**src/rtl/filt_iir_inv.sv**
```systemverilog
// ---------------------------------------------------------------------------
// filt_iir_inv
//
// Inverse IIR filter. It realises A(z)/B(z), which is the inverse of a B/A
// shaping filter:
//
//   y[n] = floor((sum_k a[k]*x[n-k] - sum_{j>=1} b[j]*y[n-j]) / 2^gp_frac_bits)
//
// The result is saturated to gp_oup_width. The leading denominator
// coefficient b[0] is fixed at 2^gp_frac_bits, so slice 0 of i_coeff_b is
// never read.
//
// A single multiplier-accumulator is shared in time, with one product per
// clock. Each accepted sample is processed in four steps:
//   IDLE : accept x[n] and shift the x history
//   MAC  : Na+Nb-1 product cycles (numerator terms first, then feedback terms)
//   OUT  : scale, saturate, register the output and push it into the y history
//   HOLD : present o_data/o_valid until the downstream block takes it
//
// Ports
//   i_clk      : sole clock, rising edge
//   i_rst      : synchronous active-high reset
//   i_data     : signed input sample x[n]
//   i_valid    : i_data valid
//   o_ready    : block can accept a sample (high only in IDLE)
//   i_coeff_a  : numerator taps, a[k] at [k*gp_coeff_width +: gp_coeff_width]
//   i_coeff_b  : denominator taps, same packing; slice 0 ignored
//   o_data     : signed output sample y[n]
//   o_valid    : o_data valid
//   i_ready    : downstream accepts o_data
// ---------------------------------------------------------------------------
module filt_iir_inv #(
  parameter int gp_inp_width   = 16,
  parameter int gp_oup_width   = 16,
  parameter int gp_num_length  = 3,
  parameter int gp_den_length  = 3,
  parameter int gp_coeff_width = 8,
  parameter int gp_frac_bits   = 6
) (
  input  logic                                     i_clk,
  input  logic                                     i_rst,
  input  logic [gp_inp_width-1:0]                  i_data,
  input  logic                                     i_valid,
  output logic                                     o_ready,
  input  logic [gp_num_length*gp_coeff_width-1:0]  i_coeff_a,
  input  logic [gp_den_length*gp_coeff_width-1:0]  i_coeff_b,
  output logic [gp_oup_width-1:0]                  o_data,
  output logic                                     o_valid,
  input  logic                                     i_ready
);

  // The operand mux sign-extends both histories to a common width, so a
  // single multiplier serves both the feed-forward and the feedback terms.
  localparam int lp_smp_w  = (gp_inp_width > gp_oup_width) ? gp_inp_width : gp_oup_width;
  localparam int lp_prod_w = lp_smp_w + gp_coeff_width;
  localparam int lp_taps   = gp_num_length + gp_den_length;
  // Guard bits for the sum of lp_taps products, plus one bit for the
  // subtraction, so the accumulator cannot wrap.
  localparam int lp_acc_w  = lp_prod_w + $clog2(lp_taps) + 1;
  localparam int lp_cnt_w  = $clog2(lp_taps);
  // With Nb=1 there is no feedback. One dummy entry keeps the array legal.
  localparam int lp_yh_len = (gp_den_length > 1) ? gp_den_length - 1 : 1;
  // Index of the final product cycle. The sequence has Na+Nb-1 products.
  localparam int lp_k_last = lp_taps - 2;

  // Saturation bounds, sign-extended to accumulator width.
  localparam logic signed [lp_acc_w-1:0] lp_sat_max =
    {{(lp_acc_w-gp_oup_width+1){1'b0}}, {(gp_oup_width-1){1'b1}}};
  localparam logic signed [lp_acc_w-1:0] lp_sat_min =
    {{(lp_acc_w-gp_oup_width+1){1'b1}}, {(gp_oup_width-1){1'b0}}};

  typedef enum logic [1:0] {
    ST_IDLE = 2'b00,
    ST_MAC  = 2'b01,
    ST_OUT  = 2'b10,
    ST_HOLD = 2'b11
  } state_t;

  // The arithmetic shift rounds toward minus infinity. The shifted value is
  // then clamped to the output range.
  function automatic logic signed [gp_oup_width-1:0] sat_out(
    input logic signed [lp_acc_w-1:0] acc_v
  );
    logic signed [lp_acc_w-1:0] sh_v;
    sh_v = acc_v >>> gp_frac_bits;
    if (sh_v > lp_sat_max) begin
      sat_out = lp_sat_max[gp_oup_width-1:0];
    end else if (sh_v < lp_sat_min) begin
      sat_out = lp_sat_min[gp_oup_width-1:0];
    end else begin
      sat_out = sh_v[gp_oup_width-1:0];
    end
  endfunction

  state_t                          state_r;
  state_t                          state_next_s;
  logic                            accept_s;
  logic                            ready_r;
  logic                            valid_r;
  logic signed [gp_oup_width-1:0]  data_r;
  logic [lp_cnt_w-1:0]             k_r;
  logic signed [lp_acc_w-1:0]      acc_r;
  logic signed [gp_inp_width-1:0]  x_hist_r [gp_num_length];
  logic signed [gp_oup_width-1:0]  y_hist_r [lp_yh_len];

  logic signed [gp_coeff_width-1:0] coeff_s;
  logic signed [lp_smp_w-1:0]       sample_s;
  logic                             sub_s;
  logic signed [lp_prod_w-1:0]      prod_s;
  logic signed [lp_acc_w-1:0]       prod_ext_s;
  logic signed [lp_acc_w-1:0]       acc_next_s;
  logic signed [gp_oup_width-1:0]   sat_s;
  logic                             unused_coeff_b0_s;

  // b[0] is implicit, so its slice is intentionally left unread.
  assign unused_coeff_b0_s = ^i_coeff_b[gp_coeff_width-1:0];

  // Next-state logic and the sample-accept strobe.
  always_comb begin
    state_next_s = state_r;
    accept_s     = 1'b0;
    case (state_r)
      ST_IDLE: begin
        if (i_valid) begin
          accept_s     = 1'b1;
          state_next_s = ST_MAC;
        end else begin
          state_next_s = ST_IDLE;
        end
      end
      ST_MAC: begin
        if (k_r == lp_cnt_w'(lp_k_last)) begin
          state_next_s = ST_OUT;
        end else begin
          state_next_s = ST_MAC;
        end
      end
      ST_OUT: begin
        state_next_s = ST_HOLD;
      end
      ST_HOLD: begin
        if (i_ready) begin
          state_next_s = ST_IDLE;
        end else begin
          state_next_s = ST_HOLD;
        end
      end
      default: begin
        state_next_s = ST_IDLE;
      end
    endcase
  end

  // State register. o_ready is registered from the next state, so it is
  // high exactly while the block sits in IDLE.
  always_ff @(posedge i_clk) begin
    if (i_rst) begin
      state_r <= ST_IDLE;
      ready_r <= 1'b1;
    end else begin
      state_r <= state_next_s;
      ready_r <= (state_next_s == ST_IDLE);
    end
  end

  // Operand selection for the shared multiplier. Cycles k < Na take
  // a[k]*x[n-k]. The remaining cycles take b[j]*y[n-j], with j = k-Na+1,
  // and subtract that product.
  always_comb begin
    coeff_s  = '0;
    sample_s = '0;
    sub_s    = 1'b0;
    for (int i = 0; i < gp_num_length; i++) begin
      if (k_r == lp_cnt_w'(i)) begin
        coeff_s  = $signed(i_coeff_a[i*gp_coeff_width +: gp_coeff_width]);
        sample_s = lp_smp_w'(x_hist_r[i]);
      end else begin
      end
    end
    for (int j = 1; j < gp_den_length; j++) begin
      if (k_r == lp_cnt_w'(gp_num_length + j - 1)) begin
        coeff_s  = $signed(i_coeff_b[j*gp_coeff_width +: gp_coeff_width]);
        sample_s = lp_smp_w'(y_hist_r[j-1]);
        sub_s    = 1'b1;
      end else begin
      end
    end
  end

  assign prod_s     = lp_prod_w'(coeff_s) * lp_prod_w'(sample_s);
  assign prod_ext_s = lp_acc_w'(prod_s);
  assign acc_next_s = sub_s ? (acc_r - prod_ext_s) : (acc_r + prod_ext_s);
  assign sat_s      = sat_out(acc_r);

  // Datapath: histories, accumulator, tap counter and the output register.
  always_ff @(posedge i_clk) begin
    if (i_rst) begin
      k_r     <= '0;
      acc_r   <= '0;
      data_r  <= '0;
      valid_r <= 1'b0;
      for (int i = 0; i < gp_num_length; i++) begin
        x_hist_r[i] <= '0;
      end
      for (int j = 0; j < lp_yh_len; j++) begin
        y_hist_r[j] <= '0;
      end
    end else begin
      case (state_r)
        ST_IDLE: begin
          if (accept_s) begin
            for (int i = gp_num_length - 1; i > 0; i--) begin
              x_hist_r[i] <= x_hist_r[i-1];
            end
            x_hist_r[0] <= i_data;
            acc_r       <= '0;
            k_r         <= '0;
          end
        end
        ST_MAC: begin
          acc_r <= acc_next_s;
          k_r   <= k_r + lp_cnt_w'(1);
        end
        ST_OUT: begin
          data_r  <= sat_s;
          valid_r <= 1'b1;
          // The y history stores the saturated value, which is the value
          // the downstream block actually sees.
          for (int j = lp_yh_len - 1; j > 0; j--) begin
            y_hist_r[j] <= y_hist_r[j-1];
          end
          y_hist_r[0] <= sat_s;
        end
        ST_HOLD: begin
          if (i_ready) begin
            valid_r <= 1'b0;
          end
        end
        default: begin
          valid_r <= 1'b0;
        end
      endcase
    end
  end

  assign o_data  = data_r;
  assign o_valid = valid_r;
  assign o_ready = ready_r;

endmodule
```
**config.mk**
```make
export PLATFORM = sky130hd
export DESIGN_NAME = filt_iir_inv
export DESIGN_NICKNAME = d
export VERILOG_FILES = /design/src/rtl/filt_iir_inv.sv
export SDC_FILE = /design/constraint.sdc
export NUM_CORES = 1
export LEC_CHECK = 0
export CAP_MARGIN = 20
export CORE_UTILIZATION = 60
export CTS_CLUSTER_DIAMETER = 40
export CTS_CLUSTER_SIZE = 20
export DETAILED_ROUTE_END_ITERATION = 10
export PLACE_DENSITY = 0.83
export REMOVE_ABC_BUFFERS = 1
export SLEW_MARGIN = 30
export SYNTH_ARGS = -nofsm -noshare
export SYNTH_HDL_FRONTEND = slang
export SYNTH_SLANG_ARGS = --single-unit
export TNS_END_PERCENT = 100
```
**constraint.sdc**
```tcl
create_clock -name i_clk -period 16.2 [get_ports i_clk]
set_input_delay 1.62 -clock i_clk [delete_from_list [all_inputs] [get_ports i_clk]]
set_output_delay 1.62 -clock i_clk [all_outputs]
set_load 0.02 [all_outputs]
```
==> metrics.txt <==
status=completed; fillcell total=approximately 1500; CTS clk-pin slew, worst paths=roughly 0.06 ns; main flop type after synthesis=edfxtp_1; initial antenna violation count=1; Synth area leaders=edfxtp_1 (20%), fa_1 (17%), dfxtp_1 (8.4%), ha_1 (8.1%), nor2_1 (7.0%); max_slew headroom=33.6%; pin count of the biggest net entering global routing=between 40 and 50; Clk pwr share=~13%; Netlist cell types=69; max-cap violation count=0; PD cells=roughly 210 mW/mm²; Top delay family on crit path=compound AO/OA/AOI/OAI gates; Net Sw Power=between 1 and 1.5 mW; DP Wirelength=between 20 and 25 mm; Initial Util=between 60% and 70%; largest family of logic cells by synthesized area=adder cells; yosys warns=0; setup TNS=0 ns; port bufs=77; Die H=~140 µm; Setup crit start kind=primary input; EDFF count, synth=80; synthesized flop and latch total=approximately 130; first-pass GRT wire length=46.8 mm; register area=0.00342 mm²; Hold Buf Count CTS=0; WL final=28.3 mm; ys async rst share=0%; switching share of power=between 40% and 50%; mux contribution to synthesized area=less than 1%; vias in the first global route=a little under 10000; Max Slew Vio Count=0; drc violations=0; Reg power frac=between 10 and 15%; Worst Path Required=16.51 ns; Avg WL per Cell=~17 µm; H-tree level count=4; measured slew at the worst slew-check pin=~1 ns; clock latency on the worst-skew pair=approximately 0.43 ns; First DRT Iteration DRCs=625; Finished Layout Cells=1704; clock root cell=clkbuf_16; Simple-Gate Fraction of Synth Area=between 15 and 20%; count leader, synth=nor2_1; Final Hold Viols=0; Avg Vias per Cell=roughly 5.8; Pleak=6.27 nW; total power=~2.9 mW; antenna cells=0; internal power=~1.4 mW; CP peak stage delay=approximately 0.57 ns; Setup CP Type=in2reg; GRT Total Usage=between 20% and 30%; Worst Skew=0.00932 ns; CTS tree=done; Placed Instances=1672; post-synthesis compound-gate area fraction=between 10% and 20%; RSZ-0062 raised after global routing=false; combinational group share of total power=about three quarters; DP Worst Slack=roughly 5.5 ns; gpl congestion=about 0.88; Commonest cells post-synth=nor2_1 (227), inv_1 (170), fa_1 (104); core area=0.0197 mm²; layout cells sized above 1=between 7 and 8%; CP max-delay cell=or4b_4; Worst Path Max Fanout=16; part of the cycle the worst path needs=roughly 64%; setup bufs post-CTS=0; Post-Synth XOR/XNOR Area=about 4.5%; total number of vias=between 9000 and 10000; Initial DRT Pass Iterations=6; Setup crit end kind=flop; Max Freq=0.0966 GHz; site row count=a little over 50; area leader, netlist=edfxtp_1; Synth-to-Final Area Change=13.5%; antenna-violating nets left=0; Die X=between 100 and 150 µm; # resized after CTS=0; Post-Synthesis Cells=1360; Hold Crit Class=reg2reg; post-synthesis adder-cell area fraction=about a quarter; Buffers & Inverters on Critical Path=5; WP data arrival=around 11 ns; Clock Sinks=131; post-synth top area share=between 10% and 20%; worst-case clock buffer depth=2; Final Critical Period=between 10 and 15 ns; Die ar.=between 0.02 and 0.025 mm²; io pins=86; syn avg cell area=between 8 and 9 µm²; # setup viols final=0; CTS buffer count=17; proportion of synthesized chip area in sequential cells=between 20% and 30%; synthesized area=about 0.012 mm²; GRT Residual Overflow=0; worst vdd ir=about 140 µV; area occupied by multi-input gates=between 0.007 and 0.008 mm²; Layout Nets=1676; final setup margin=between 5 and 6 ns
[routing by layer]
layer | vias to the layer above | track usage (%) | part of all wire [%]
li1 | 4703 | - | -
met1 | 4837 | 37.7 | 43
met2 | 308 | 48.9 | 49
met3 | 50 | 4.24 | 5.6
met4 | 0 | 10.4 | 2.6
met5 | - | 0 | 0
[logic make-up (layout without fill, tap and decap cells)]
| group | after synthesis | count (layout) |
|---|---|---|
| AND/OR/NAND/NOR | 460 | 460 |
| AO/OA/AOI/OAI | 301 | 301 |
| buffers and inverters | 221 | 300 |
| adder cells (fa/ha/maj) | 182 | 182 |
| flip-flops | 131 | 131 |
| XOR/XNOR | 62 | 62 |
| multiplexers | 3 | 3 |
[placed cells by master (no fill, tap or decap), drive strengths merged, types with 5 or more instances in the layout]
cell,n
a22o,5
inv,179
o31ai,5
ha,78
clkdlybuf4s50,77
o211ai,6
o21ai,36
nor2b,25
a21o,35
nor2,227
a21oi,94
and3,9
xnor2,39
nand2b,15
dfxtp,51
a211oi,38
nand3,11
and2,68
buf,21
nor3,9
or2,31
clkbuf,19
fa,104
edfxtp,80
o21a,6
a22oi,41
xor2,23
nand2,41
[power by group through the flow]
stage | sequential [mW] | combinational (mW) | clock [mW]
5_1_grt | 0.407 | 2.35 | 0.371
3_5_place_dp | 0.410 | 2.05 | 0
4_1_cts | 0.404 | 2.08 | 0.359
3_3_place_gp | 0.409 | 2.00 | 0
6_report | 0.404 | 2.10 | 0.357
2_1_floorplan | 0.405 | 1.65 | 0
[flip-flops by register name (all words and copies together) (netlist names)]
signal and cells:
x_hist_r 48, y_hist_r 32, acc_r 28, o_data 16
k_r 3, state_r 2, o_ready 1, o_valid 1
[stage by stage]
stage / utilization, % / cell area [µm²] / hold WS, ns
6_report: 70.0 / 13800 / 0.464
5_1_grt: 70.0 / 13800 / 0.483
4_1_cts: 70.0 / 13800 / 0.464
3_5_place_dp: 67.2 / 13200 / 0.448
3_3_place_gp: 67.2 / 13200 / 0.446
2_1_floorplan: - / 11900 / 0.454
[area by class of cell]
cell class | instances | area share (%)
Timing Repair Buffer | 98 | 6.75
Tap cell | 265 | 2.41
Sequential cell | 131 | 24.9
Clock inverter | 13 | 0.709
Inverter | 170 | 4.64
Multi-Input combinational cell | 1008 | 57.4
Clock buffer | 19 | 3.22
[final timing paths]
path              depth (start not counted)  slack, ns                   start                endpoint
setup / recovery                         35       5.85           i_coeff_a[13]  acc_r[27]$_SDFFE_PP0P_
hold / removal                            1       0.46  o_data[4]$_SDFFE_PP0P_  o_data[4]$_SDFFE_PP0P_
setup reg to reg                         35       6.24     k_r[0]$_SDFFE_PP0P_  acc_r[27]$_SDFFE_PP0P_
hold reg to reg                           1       0.46  o_data[4]$_SDFFE_PP0P_  o_data[4]$_SDFFE_PP0P_
No activity file was read; power rests on OpenSTA's default activity.
